[src/rtl/growl_io_pkg.sv]
// Shared definitions for the growl CPU I/O responder: register offsets,
// STATUS/CTRL bit positions and the timer compare reset value.
package growl_io_pkg;

    // Register offsets within the 8-entry window (adr[2:0])
    localparam logic [2:0] OFF_DATA    = 3'd0;
    localparam logic [2:0] OFF_STATUS  = 3'd1;
    localparam logic [2:0] OFF_CTRL    = 3'd2;
    localparam logic [2:0] OFF_TMR_CNT = 3'd3;
    localparam logic [2:0] OFF_TMR_CMP = 3'd4;

    // STATUS bit positions
    localparam int ST_RX_NONEMPTY = 0;
    localparam int ST_RX_FULL     = 1;
    localparam int ST_TX_BUSY     = 2;
    localparam int ST_RX_OVF      = 3;
    localparam int ST_TMR_MATCH   = 4;
    localparam int ST_TX_OVR      = 5;

    // CTRL bit positions
    localparam int CT_TMR_EN     = 0;
    localparam int CT_IRQ_RX_EN  = 1;
    localparam int CT_IRQ_TMR_EN = 2;

    localparam logic [7:0] TMR_CMP_RST = 8'hFF;

    // Assemble the STATUS byte from its individual flags; bits 7:6 read 0
    function automatic logic [7:0] packStatus(
        input logic rxNonempty,
        input logic rxFull,
        input logic txBusy,
        input logic rxOvf,
        input logic tmrMatch,
        input logic txOvr
    );
        logic [7:0] s;
        s                 = 8'h00;
        s[ST_RX_NONEMPTY] = rxNonempty;
        s[ST_RX_FULL]     = rxFull;
        s[ST_TX_BUSY]     = txBusy;
        s[ST_RX_OVF]      = rxOvf;
        s[ST_TMR_MATCH]   = tmrMatch;
        s[ST_TX_OVR]      = txOvr;
        return s;
    endfunction

endpackage

[src/rtl/io_rx_fifo.sv]
// Receive byte FIFO for the I/O responder. DEPTH must be a power of two so
// the read/write pointers wrap naturally. A push while full is accepted only
// when a pop happens in the same cycle; a pop while empty is ignored.
module io_rx_fifo
    import growl_io_pkg::*;
#(
    parameter  int DEPTH = 4,
    parameter  int WIDTH = 8,
    localparam int PTR_W = (DEPTH > 1) ? $clog2(DEPTH) : 1,
    localparam int CNT_W = $clog2(DEPTH + 1)
) (
    input  logic             clk,
    input  logic             rst,
    input  logic             push_i,
    input  logic             pop_i,
    input  logic [WIDTH-1:0] wdata_i,
    output logic [WIDTH-1:0] head_o,
    output logic [CNT_W-1:0] count_o,
    output logic             full_o,
    output logic             empty_o
);

    logic [WIDTH-1:0] mem_q [DEPTH];
    logic [PTR_W-1:0] wrPtr_q, wrPtr_d;
    logic [PTR_W-1:0] rdPtr_q, rdPtr_d;
    logic [CNT_W-1:0] count_q, count_d;
    logic             doPush;
    logic             doPop;

    assign full_o  = (count_q == CNT_W'(DEPTH));
    assign empty_o = (count_q == '0);
    assign head_o  = mem_q[rdPtr_q];
    assign count_o = count_q;

    assign doPop  = pop_i & ~empty_o;
    assign doPush = push_i & (~full_o | doPop);

    // Next-state for pointers and occupancy
    always_comb begin
        wrPtr_d = wrPtr_q + PTR_W'(doPush);
        rdPtr_d = rdPtr_q + PTR_W'(doPop);
        count_d = count_q + CNT_W'(doPush) - CNT_W'(doPop);
    end

    // Pointer and count registers; reset empties the FIFO
    always_ff @(posedge clk) begin
        if (rst) begin
            wrPtr_q <= '0;
            rdPtr_q <= '0;
            count_q <= '0;
        end else begin
            wrPtr_q <= wrPtr_d;
            rdPtr_q <= rdPtr_d;
            count_q <= count_d;
        end
    end

    // Storage array; contents need no reset since occupancy governs validity
    always_ff @(posedge clk) begin
        if (doPush) begin
            mem_q[wrPtr_q] <= wdata_i;
        end
    end

endmodule

[src/rtl/io_bus_responder.sv]
// Memory-mapped I/O target on the growl CPU data bus: RX byte FIFO, TX
// holding register, optional 8-bit timer with compare, one level irq.
// Read data is combinational so the CPU captures it in the same cycle.
// Optional timer is built when GROWL_IO_TIMER_EN is defined.
module io_bus_responder
    import growl_io_pkg::*;
#(
    parameter logic [5:0] BASE_ADR = 6'h20,
    parameter int         RX_DEPTH = 4,
    parameter int         PRESCALE = 16
) (
    input  logic       clk,
    input  logic       rst,
    input  logic [5:0] adr,
    input  logic [7:0] dbus_wdata,
    input  logic       io_re,
    input  logic       io_we,
    output logic [7:0] dbus_rdata,
    input  logic [7:0] rx_data,
    input  logic       rx_valid,
    output logic [7:0] tx_data,
    output logic       tx_valid,
    input  logic       tx_ready,
    output logic       irq
);

    localparam int RX_CNT_W = $clog2(RX_DEPTH + 1);

`ifdef GROWL_IO_TIMER_EN
    localparam logic [2:0] CTRL_WMASK = 3'b111;
`else
    localparam logic [2:0] CTRL_WMASK = 3'b010;
`endif

    // Elaboration-time guard against unsupported parameter values
    if (RX_DEPTH < 2 || (RX_DEPTH & (RX_DEPTH - 1)) != 0) begin : g_badDepth
        $error("io_bus_responder: RX_DEPTH must be a power of two >= 2");
    end
    if (PRESCALE < 1) begin : g_badPrescale
        $error("io_bus_responder: PRESCALE must be >= 1");
    end

    logic                selected;
    logic [2:0]          off;
    logic                rdEn;
    logic                wrEn;
    logic                wrData;
    logic                wrStatus;
    logic                wrCtrl;
    logic                popReq;
    logic                popOk;
    logic [7:0]          rxHead;
    logic [RX_CNT_W-1:0] rxCount;
    logic                rxFull;
    logic                rxEmpty;
    logic                rxNonempty;
    logic                rxOvfSet;
    logic                txOvrSet;
    logic                tmrMatch;
    logic [7:0]          tmrCntRd;
    logic [7:0]          tmrCmpRd;

    logic [7:0] txData_q, txData_d;
    logic       txValid_q, txValid_d;
    logic       rxOvf_q, rxOvf_d;
    logic       txOvr_q, txOvr_d;
    logic [2:0] ctrl_q, ctrl_d;
    logic       irq_q, irq_d;

    assign selected = (adr[5:3] == BASE_ADR[5:3]);
    assign off      = adr[2:0];
    assign rdEn     = io_re & selected;
    assign wrEn     = io_we & selected;
    assign wrData   = wrEn & (off == OFF_DATA);
    assign wrStatus = wrEn & (off == OFF_STATUS);
    assign wrCtrl   = wrEn & (off == OFF_CTRL);

    assign popReq     = rdEn & (off == OFF_DATA);
    assign popOk      = popReq & ~rxEmpty;
    assign rxNonempty = (rxCount != '0);
    assign rxOvfSet   = rx_valid & rxFull & ~popOk;
    assign txOvrSet   = wrData & txValid_q;

    io_rx_fifo #(
        .DEPTH (RX_DEPTH),
        .WIDTH (8)
    ) u_rxFifo (
        .clk     (clk),
        .rst     (rst),
        .push_i  (rx_valid),
        .pop_i   (popReq),
        .wdata_i (rx_data),
        .head_o  (rxHead),
        .count_o (rxCount),
        .full_o  (rxFull),
        .empty_o (rxEmpty)
    );

`ifdef GROWL_IO_TIMER_EN
    localparam int              PS_W    = (PRESCALE > 1) ? $clog2(PRESCALE) : 1;
    localparam logic [PS_W-1:0] PS_LAST = PS_W'(PRESCALE - 1);

    logic [PS_W-1:0] ps_q, ps_d;
    logic [7:0]      tmrCnt_q, tmrCnt_d;
    logic [7:0]      tmrCmp_q, tmrCmp_d;
    logic            tmrMatch_q, tmrMatch_d;
    logic            matchSet;
    logic            wrTmrCnt;
    logic            wrTmrCmp;

    assign wrTmrCnt = wrEn & (off == OFF_TMR_CNT);
    assign wrTmrCmp = wrEn & (off == OFF_TMR_CMP);

    // Timer next-state: a CPU write to the count overrides any tick and
    // restarts the prescaler; a tick at the compare value wraps to zero
    always_comb begin
        ps_d     = ps_q;
        tmrCnt_d = tmrCnt_q;
        tmrCmp_d = tmrCmp_q;
        matchSet = 1'b0;
        if (wrTmrCnt) begin
            tmrCnt_d = dbus_wdata;
            ps_d     = '0;
        end else if (ctrl_q[CT_TMR_EN]) begin
            if (ps_q == PS_LAST) begin
                ps_d = '0;
                if (tmrCnt_q == tmrCmp_q) begin
                    tmrCnt_d = 8'h00;
                    matchSet = 1'b1;
                end else begin
                    tmrCnt_d = tmrCnt_q + 8'd1;
                end
            end else begin
                ps_d = ps_q + PS_W'(1);
            end
        end
        if (wrTmrCmp) begin
            tmrCmp_d = dbus_wdata;
        end
        tmrMatch_d = matchSet | (tmrMatch_q & ~(wrStatus & dbus_wdata[ST_TMR_MATCH]));
    end

    // Timer state registers
    always_ff @(posedge clk) begin
        if (rst) begin
            ps_q       <= '0;
            tmrCnt_q   <= 8'h00;
            tmrCmp_q   <= TMR_CMP_RST;
            tmrMatch_q <= 1'b0;
        end else begin
            ps_q       <= ps_d;
            tmrCnt_q   <= tmrCnt_d;
            tmrCmp_q   <= tmrCmp_d;
            tmrMatch_q <= tmrMatch_d;
        end
    end

    assign tmrMatch = tmrMatch_q;
    assign tmrCntRd = tmrCnt_q;
    assign tmrCmpRd = tmrCmp_q;
`else
    assign tmrMatch = 1'b0;
    assign tmrCntRd = 8'h00;
    assign tmrCmpRd = 8'h00;
`endif

    // Next-state for TX holding register, sticky flags, CTRL and irq.
    // A TX write while busy is dropped even if the handshake completes now.
    always_comb begin
        txData_d  = txData_q;
        txValid_d = txValid_q;
        if (wrData && !txValid_q) begin
            txData_d  = dbus_wdata;
            txValid_d = 1'b1;
        end else if (txValid_q && tx_ready) begin
            txValid_d = 1'b0;
        end
        rxOvf_d = rxOvfSet | (rxOvf_q & ~(wrStatus & dbus_wdata[ST_RX_OVF]));
        txOvr_d = txOvrSet | (txOvr_q & ~(wrStatus & dbus_wdata[ST_TX_OVR]));
        ctrl_d  = wrCtrl ? (dbus_wdata[2:0] & CTRL_WMASK) : ctrl_q;
        irq_d   = (ctrl_q[CT_IRQ_RX_EN] & rxNonempty) | (ctrl_q[CT_IRQ_TMR_EN] & tmrMatch);
    end

    // Control/status registers
    always_ff @(posedge clk) begin
        if (rst) begin
            txData_q  <= 8'h00;
            txValid_q <= 1'b0;
            rxOvf_q   <= 1'b0;
            txOvr_q   <= 1'b0;
            ctrl_q    <= 3'b000;
            irq_q     <= 1'b0;
        end else begin
            txData_q  <= txData_d;
            txValid_q <= txValid_d;
            rxOvf_q   <= rxOvf_d;
            txOvr_q   <= txOvr_d;
            ctrl_q    <= ctrl_d;
            irq_q     <= irq_d;
        end
    end

    // Combinational read mux; zero unless this block is read
    always_comb begin
        dbus_rdata = 8'h00;
        if (rdEn) begin
            case (off)
                OFF_DATA:    dbus_rdata = rxEmpty ? 8'h00 : rxHead;
                OFF_STATUS:  dbus_rdata = packStatus(rxNonempty, rxFull, txValid_q,
                                                     rxOvf_q, tmrMatch, txOvr_q);
                OFF_CTRL:    dbus_rdata = {5'b00000, ctrl_q};
                OFF_TMR_CNT: dbus_rdata = tmrCntRd;
                OFF_TMR_CMP: dbus_rdata = tmrCmpRd;
                default:     dbus_rdata = 8'h00;
            endcase
        end
    end

    assign tx_data  = txData_q;
    assign tx_valid = txValid_q;
    assign irq      = irq_q;

endmodule

[config.mk]
export PLATFORM = sky130hd
export DESIGN_NAME = io_bus_responder
export DESIGN_NICKNAME = d
export VERILOG_FILES = /design/src/rtl/growl_io_pkg.sv /design/src/rtl/io_rx_fifo.sv /design/src/rtl/io_bus_responder.sv
export SDC_FILE = /design/constraint.sdc
export NUM_CORES = 1
export LEC_CHECK = 0
export CAP_MARGIN = 20
export CORE_MARGIN = 2
export CORE_UTILIZATION = 45
export CTS_CLUSTER_SIZE = 8
export DETAILED_ROUTE_END_ITERATION = 6
export GPL_TIMING_DRIVEN = 0
export PLACE_DENSITY = 0.77
export SYNTH_ARGS = -nofsm -noshare
export SYNTH_HDL_FRONTEND = slang
export SYNTH_HIERARCHICAL = 1
export SYNTH_SLANG_ARGS = --single-unit
export TNS_END_PERCENT = 5
[constraint.sdc]
create_clock -name clk -period 6.25 [get_ports clk]
set_clock_uncertainty 0.1 [all_clocks]
set_input_delay 0.625 -clock clk [delete_from_list [all_inputs] [get_ports clk]]
set_output_delay 0.625 -clock clk [all_outputs]
set_load 0.01 [all_outputs]
# After elaboration in Yosys (flattened, before gate mapping)
# Memories as Yosys holds them, arrays and structs flattened. A register that Yosys moved wholly into a read port is not among the register bits.
# Index checks and enable logic that the tools add are counted.
# word_totals
reg_bits	20
ramBits	32
in_bits	28
out_inout_bits	18
word_cells	57
memories	1
# memory_table
name	depth	word_bits	rd	rd_clocked_by_memory_dff	wr	line	text
u_rxFifo.mem_q	4	8	1	1	1	io_rx_fifo.sv:23	logic [WIDTH-1:0] mem_q [DEPTH];
# classes
add_sub_neg	4
eq_ne	4
mux	8
n_bitwise	24
n_reduce_logical	7
# ops
cell	count
8-bit case mux with 3 select lines	1
1-bit bitwise AND	16
8-bit 2-to-1 mux	2
3-bit == test, second input constant	2
3-bit zero test	2
1-bit NOT	5
2-bit by 1-bit adder with 2-bit output	2
1-bit 2-to-1 mux	4
3-bit by 1-bit adder with 3-bit output	1
3-bit by 1-bit == test with 1-bit output, second input constant	1
3-bit by 2-bit == test with 1-bit output, second input constant	1
1-bit OR	3
3-bit nonzero test	1
3-bit by 1-bit subtractor with 3-bit output	1
1-bit logical AND	2
2-bit 2-to-1 mux	1
2-bit nonzero test	1
1-bit zero test	1

# Longest topological paths before layout
# Gate-level depths: netlist (run 1).
# depth
ltp_word	8
depth_mapped	10
ltp_nobuf	8

# Modules after synthesis
# The synthesis (run 1) kept the hierarchy.
# modules_own_cells
module	n_inst	cells_per_inst	area_per_inst_um2	seq_area_each_um2
io_rx_fifo	1	79	1549.0	1101.1
io_bus_responder	1	86	793.3	260.2

# Least setup slack after synthesis (run 1)
# No wires, ideal clock.
# synth_path
path_type	input to register
start	input adr[1]
end	memory u_rxFifo.mem_q[0][0], enable pin
setup_ns	0.398
arrival_ns	2.539
required_time_ns	5.752
slack_ns	3.213
cell_stages	6
n_path_buf	2
cell_sequence	buf_6 > or3_4 > buf_6 > nor2_1 > nor4b_2 > nor4b_1
# synth_between
elab_chain_cells	7
# synth_rtl
item	line	text
start, declared	io_bus_responder.sv:14	input logic [5:0] adr,
3-bit zero test	io_bus_responder.sv:78	assign popReq = rdEn & (off == OFF_DATA);
1-bit bitwise AND	io_bus_responder.sv:78	
named net popReq	io_bus_responder.sv:50	logic popReq;
1-bit bitwise AND	io_rx_fifo.sv:35	assign doPop = pop_i & ~empty_o;
1-bit OR	io_rx_fifo.sv:36	assign doPush = push_i & (~full_o | doPop);
1-bit bitwise AND	io_rx_fifo.sv:36	
1-bit 2-to-1 mux	io_rx_fifo.sv:60	if (doPush) begin
1-bit 2-to-1 mux (not written as such)	io_rx_fifo.sv:61	mem_q[wrPtr_q] <= wdata_i;
end, declared	io_rx_fifo.sv:23	
# The timed path passes the listed nets, and every way through them passes these cells.

# Worst setup path after layout (run 1)
# layout_path
start	input adr[0]
end	output dbus_rdata[4]
# layout_between
elab_chain_cells	3
word_cells_on_any_way	5
classes_between	2 x eq/ne; 2 x mux; 1 x reduce/logical
# layout_rtl
item	line	text
3-bit by 2-bit == test with 1-bit output (tied with other cells)	io_bus_responder.sv:207	case (off)
8-bit case mux with 3 select lines (*)	io_bus_responder.sv:207	
8-bit 2-to-1 mux (*)	io_bus_responder.sv:206	if (rdEn) begin
end, declared	io_bus_responder.sv:18	output logic [7:0] dbus_rdata,
# Every way passes the cells marked *; elsewhere a longest branch is shown, timed or not.

==> results.yml, run 1 <==
run_status:
  status: "finished clean"
timing:
  setup-violations-final: 0
  fin_crit_ns: 3.281
  maxSlewHeadroom: 0.5718
  drv_slew: 0
  hold_viol: 0
  final.period_utilization: 0.5250
  finalSetupTns_ns: 0
  hold-worst-slack_ns: 0.3701
  max_freq_mhz: 304.8
  worstMarginPinSlew_ns: 0.6423
  rsz0062_at_grt: "false"
die:
  fp.dieArea_sq_um: 5798
  fp.dieW_um: 76.15
  io_pins: 46
  core_sq_um: 5075
  fp-row-count: 26
  die_h_um: 76.15
  start_util: 0.4615
routing:
  detail_route.wl_per_cell_um: 16.20
  antenna_left: 0
  first_pass_iters: 4
  drt-total-wl_um: 4714
  dr.first_iter.drc_count: 93
  vias: 1586
  post_drt_via_cell_ratio: 5.450
  drcViolationCount: 0
clock_network:
  cts_tree: "built"
  clock_path_buffers: 2
  holdBufCountCts: 0
  numCtsBuffers: 5
  cts_resized: 0
  root_buffer: "clkbuf_8"
  htree_levels: 2
  clkTransAtPathRegs_ns: 0.09
  clk_latency_ns: 0.31
  cts.sinks: 52
  cts_setup_buffers: 0
power_and_ir_drop:
  power_leakage_nw: 0.9466
  max-vdd-ir-drop_mv: 0.1736
  powerDensity_nw_per_um2: 244.5
worst_setup_path:
  crit_fanout: 6
  arrival_ns: 2.56
  cpPeakStageDelay_ns: 0.53
  reg2reg_to: "u_rxFifo/count_o[2]$_SDFF_PP0_"
  crit_type: "in -> out"
  timing.critical_path.mode_cell: "clkdlybuf4s50_1"
  setup.worst_path.start: "adr[0]"
  cp-end-kind: "output port"
  crit_end: "dbus_rdata[4]"
  worst-r2r-setup-slack_ns: 4.32
  worstSetupStartpointType: "primary input"
  rr_startpoint: "u_rxFifo/count_o[1]$_SDFF_PP0_"
  r2r_cells: 5
  cp_top_family: "buffers and inverters"
  cp_cell_sequence: "clkdlybuf4s50_1 -> or3_4 -> nor3_2 -> and2_1 -> clkdlybuf4s50_1"
  critPathBufInv: 2
  required_ns: 5.52
  cp.depth: 5
  slowest_stage: "clkdlybuf4s50_1"
global_routing:
  antenna_found_initial: 0
  grt_pass1_vias: 1599
  grt_max_degree: 17
  grt_pass1_wl_um: 7693
  grt_overflow: 0
  track_usage: 0.1690
synth:
  synth_cells: 165
  avgSynthCellArea_sq_um: 14.20
  yosysTopAreaCellShare: 0.4103
  ys.flop_type: "edfxtp_1"
  ys_warn_count: 6
  synth_edf_count: 32
  ys_seq_area_frac: 0.5812
  synth-seq-cells: 52
  syn_nets: 197
  yosys.cell_types.count: 47
  synth_area_leaders: "edfxtp_1 (41%), dfxtp_1 (17%), mux4_2 (7.7%)"
  synthArstFlopShare: 0
  synth_area_leader_cell: "edfxtp_1"
  synth_area_sq_um: 2342
final_layout:
  seq_area_sq_um: 1361
  final_cell_mix: "clkdlybuf4s50_1 (44), edfxtp_1 (32), dfxtp_1 (20)"
  layout_commonest_cell: "clkdlybuf4s50_1"
  drive_above_1_share: 0.1946
  final_cells: 291
  area_growth_pct: 27.99
  fillers: 434
  diodes: 0
  multiInputGateArea_sq_um: 930.9
  layout.nets: 252
placement:
  placed_cells: 283
  dp_hpwl_um: 3428
  place_congestion: 0.7844
  portBuffers: 44
hold_path:
  min_from: "tx_data[6]$_SDFFE_PP0P_"
  hold_path.class: "reg -> reg"
flow_run:
  maxCapViolCount: 0
through the flow:
step	power, W	area (sq um)	worst slack (ns)	util
after floorplan	0.0005011	2342	3.213	-
after global placement	0.0005415	2870	2.178	0.5656
after detailed placement	0.0005545	2913	2.888	0.5740
after CTS	0.0007406	2998	2.941	0.5907
after global routing	0.0007708	2998	2.870	0.5907
final	0.0007329	2998	2.969	0.5907
cell usage after synthesis, types with 4 or more instances:
library cell	number
a21oi_1	11
dfxtp_1	20
edfxtp_1	32
mux4_2	8
nand2_1	4
nand2b_1	5
nand4_1	8
nor2_1	9
nor2b_1	6
o31ai_2	8
worst register-to-register path, stage by stage (launching register included):
cell and delay [ns]:
dfxtp_1 0.49, nor3_1 0.18, or3b_1 0.40, fa_1 0.41, xor3_1 0.20, nor2_1 0.04
power by group:
| group | switching (W) | internal [W] | total (W) |
|---|---|---|---|
| combinational | 0.0000587 | 0.0000678 | 0.000126 |
| sequential | 0.0000208 | 0.000399 | 0.000420 |
| clock | 0.000108 | 0.0000784 | 0.000187 |
worst min-delay path by stage:
stage / depth (start not counted) / slack, ns / to
3_3_place_gp: 2 / 0.35 / tx_data[4]$_SDFFE_PP0P_
6_report: 2 / 0.37 / tx_data[6]$_SDFFE_PP0P_
2_1_floorplan: 2 / 0.35 / irq$_SDFF_PP0_
3_5_place_dp: 2 / 0.36 / tx_data[6]$_SDFFE_PP0P_
5_1_grt: 2 / 0.39 / tx_data[6]$_SDFFE_PP0P_
4_1_cts: 2 / 0.38 / tx_data[6]$_SDFFE_PP0P_
per-layer routing:
layer  global-route usage  part of all wire  up-vias
li1                     -                 -      754
met1               0.2057              0.41      765
met2               0.2839              0.50       56
met3              0.05687             0.074       11
met4              0.05636             0.017        0
met5                    0                 0        -
cells by family after synthesis:
family | Yosys count | share of synthesized area
simple gates | 56 | 0.1592
flops | 52 | 0.5812
compound gates | 29 | 0.1058
buf+inv | 11 | 0.02671
mux | 9 | 0.08120
xor+xnor | 4 | 0.02137
fa+ha+maj | 4 | 0.02457
sequential cells by signal (all words and copies together), names as in the netlist:
| register | cells |
|---|---|
| u_rxFifo/mem_q | 32 |
| tx_data | 8 |
| u_rxFifo/count_o | 3 |
| u_rxFifo/rdPtr_q | 2 |
| u_rxFifo/wrPtr_q | 2 |
| ctrl_q | 1 |
| irq | 1 |
| rxOvf_q | 1 |
| txOvr_q | 1 |
| tx_valid | 1 |
area by class of cell:
class,instances,area share
multi-input cells,102,0.3105
plain buffers,8,0.01711
clock buffers,6,0.02421
flip-flops and latches,52,0.4541
clock inverters,2,0.004174
repair buffers,48,0.1569
inverters,3,0.003756
well taps,70,0.02922
Power figures use the tool's default switching activity.
==> run 2, diff against run 1 <==
==> constraint.sdc (replaced) <==
create_clock -name clk -period 3.1 [get_ports clk]
set_clock_uncertainty 0.1 [all_clocks]
set_input_delay 0.31 -clock clk [delete_from_list [all_inputs] [get_ports clk]]
set_output_delay 0.31 -clock clk [all_outputs]
set_load 0.01 [all_outputs]
==> results of run 2 <==
The final DEF is identical to that of run 1. Status: finished clean.
Main changes from that run: setup slack after placement 2.888 ns -> 0.05293 ns; setup slack after layout 2.969 ns -> 0.2827 ns; hold slack 0.3701 ns -> 0.2087 ns; start point of the critical path adr[0] -> u_rxFifo/count_o[1]$_SDFF_PP0_; end point of the critical path dbus_rdata[4] -> dbus_rdata[0]; register-to-register setup slack 4.32 ns -> 1.17 ns; end point of the worst hold path tx_data[6]$_SDFFE_PP0P_ -> ctrl_q[1]$_SDFFE_PP0P_; total power 0.0007329 W -> 0.001478 W; worst IR drop on VDD 0.1736 mV -> 0.3500 mV
==> run 3, diff against run 2 <==
--- a/config.mk
+++ b/config.mk
@@ -12,6 +12,7 @@
 export DETAILED_ROUTE_END_ITERATION = 6
 export GPL_TIMING_DRIVEN = 0
 export PLACE_DENSITY = 0.77
+export SETUP_SLACK_MARGIN = 0.5
 export SYNTH_ARGS = -nofsm -noshare
 export SYNTH_HDL_FRONTEND = slang
 export SYNTH_HIERARCHICAL = 1
==> run 3 against run 2 <==
  * Maximum frequency rose by 8.9%
  * Flip-flop and latch count is the same
  * First-iteration DRC count down 13%
  * Sequential share of layout area shrank 1.3 points
  * Critical path type is now in -> out
  * Critical endpoint is now dbus_rdata[1]
==> results.yml, run 3 (same netlist as run 1, synthesis figures left out) <==
routing:
  detail_route.wl_per_cell_um: 16.28
  vias: 1583
  first_pass_iters: 4
  post_drt_via_cell_ratio: 5.421
  drcViolationCount: 0
  drt-total-wl_um: 4754
  antenna_left: 0
  dr.first_iter.drc_count: 81
final_layout:
  drive_above_1_share: 0.2342
  largest_reg_flops: 32
  final_cells: 292
  regMostFlops: "u_rxFifo/mem_q"
  finalInstanceArea_sq_um: 3098
  final_cell_mix: "clkdlybuf4s50_1 (42), edfxtp_1 (32), dfxtp_1 (17)"
  diodes: 0
  fillers: 419
  layout.nets: 253
  area_growth_pct: 32.26
  layout_commonest_cell: "clkdlybuf4s50_1"
power_and_ir_drop:
  power_leakage_nw: 1.014
  fin_total_pwr_w: 0.001583
  max-vdd-ir-drop_mv: 0.3482
  powerDensity_nw_per_um2: 511.1
worst_setup_path:
  crit_fanout: 4
  setup.worst_path.start: "adr[3]"
  r2r_cells: 3
  cp-end-kind: "output port"
  reg2reg_to: "u_rxFifo/mem_q[1][7]$_DFFE_PP_"
  worst-r2r-setup-slack_ns: 1.23
  worstSetupStartpointType: "primary input"
  rr_startpoint: "u_rxFifo/count_o[1]$_SDFF_PP0_"
  crit_type: "in -> out"
  arrival_ns: 2.18
  required_ns: 2.69
clock_network:
  numCtsBuffers: 5
  htree_levels: 2
  clock_path_buffers: 2
  root_buffer: "clkbuf_8"
  cts_tree: "built"
  clk_latency_ns: 0.29
  clkTransAtPathRegs_ns: 0.09
  cts.sinks: 52
placement:
  place_congestion: 0.7567
  pre_cts_slack_ns: -0.1812
  portBuffers: 44
  dp_hpwl_um: 3374
  placed_cells: 282
  dpl-instance-area_sq_um: 2905
hold_path:
  whs_path_depth: 3
  hold_path.class: "in -> reg"
  min_from: "adr[1]"
  whs_endpoint: "ctrl_q[1]$_SDFFE_PP0P_"
global_routing:
  top_usage_layer: "met2"
  use_met2: 0.2964
  grt_max_degree: 16
  use_met3: 0.04502
  grt_pass1_vias: 1606
  grt_pass1_wl_um: 7686
  use_met1: 0.2081
  track_usage: 0.1659
  grt_overflow: 0
  antenna_found_initial: 0
timing:
  final.period_utilization: 0.8348
  worstMarginPinSlew_ns: 0.7989
  hold_viol: 0
  rsz0062_at_grt: "true"
  setup-violations-final: 0
  maxSlewHeadroom: 0.4660
  fin_crit_ns: 2.588
  max_freq_mhz: 386.4
  drv_slew: 0
  fin_ws_ns: 0.5122
die:
  fp.dieArea_sq_um: 5798
  die_h_um: 76.15
  start_util: 0.4615
  fp-row-count: 26
  core_sq_um: 5075
  io_pins: 46
  fp.dieW_um: 76.15
flow_run:
  maxCapViolCount: 0
run_status:
  status: "finished clean"
## run 3: worst max-delay path, cell delays in order
cell and delay [ns]:
clkdlybuf4s50_1 0.43, nand4bb_2 0.37, a211o_1 0.34, a21oi_1 0.16
clkdlybuf4s50_1 0.56
## run 3: how the worst max path moves through the flow
stage               slack, ns                        endpoint
CTS                      0.31  u_rxFifo/mem_q[3][4]$_DFFE_PP_
global route             0.42                   dbus_rdata[1]
detailed placement      -0.18  u_rxFifo/mem_q[0][7]$_DFFE_PP_
floorplan                0.41  u_rxFifo/mem_q[1][0]$_DFFE_PP_
global placement        -0.65  u_rxFifo/mem_q[1][7]$_DFFE_PP_
finish                   0.51                   dbus_rdata[1]
## run 3: power breakdown
part           total, W  internal [W]  leakage (nW)  switching [W]
clock          0.000454      0.000240        0.0552       0.000214
combinational  0.000274      0.000142         0.502       0.000132
sequential     0.000855      0.000808         0.457      0.0000479
total           0.00158       0.00119          1.01       0.000394
## run 3: repair_timing
action                     4_1_cts  5_1_grt
hold buffers                     0        0
pin swaps                        0        1
buffers inserted                 0        2
setup endpoints to repair       33       41
gates resized for setup          2       14
## run 3: through the flow
step | TNS (ns) | hold slack (ns) | utilization
after floorplan | 0 | 0.2816 | -
after global placement | -8.940 | 0.3543 | 0.5668
after detailed placement | -1.447 | 0.3614 | 0.5725
after CTS | 0 | 0.2266 | 0.5964
after global routing | 0 | 0.2576 | 0.6105
final | 0 | 0.2372 | 0.6105
## run 3: final cells by class
class	count	area, sq um	share of cell area
multi-input combinational	102	988.4	0.3191
tap	70	87.58	0.02827
timing repair buffer	49	483.0	0.1559
inverter	3	11.26	0.003635
clock buffer	6	72.57	0.02342
sequential	52	1365	0.4406
buffer	8	55.05	0.01777
clock inverter	2	35.03	0.01131
## run 3: routing by layer
layer	part of all wire	up-vias
met4	0.0050	0
met1	0.46	775
met5	0	-
met2	0.49	49
li1	-	757
met3	0.046	2
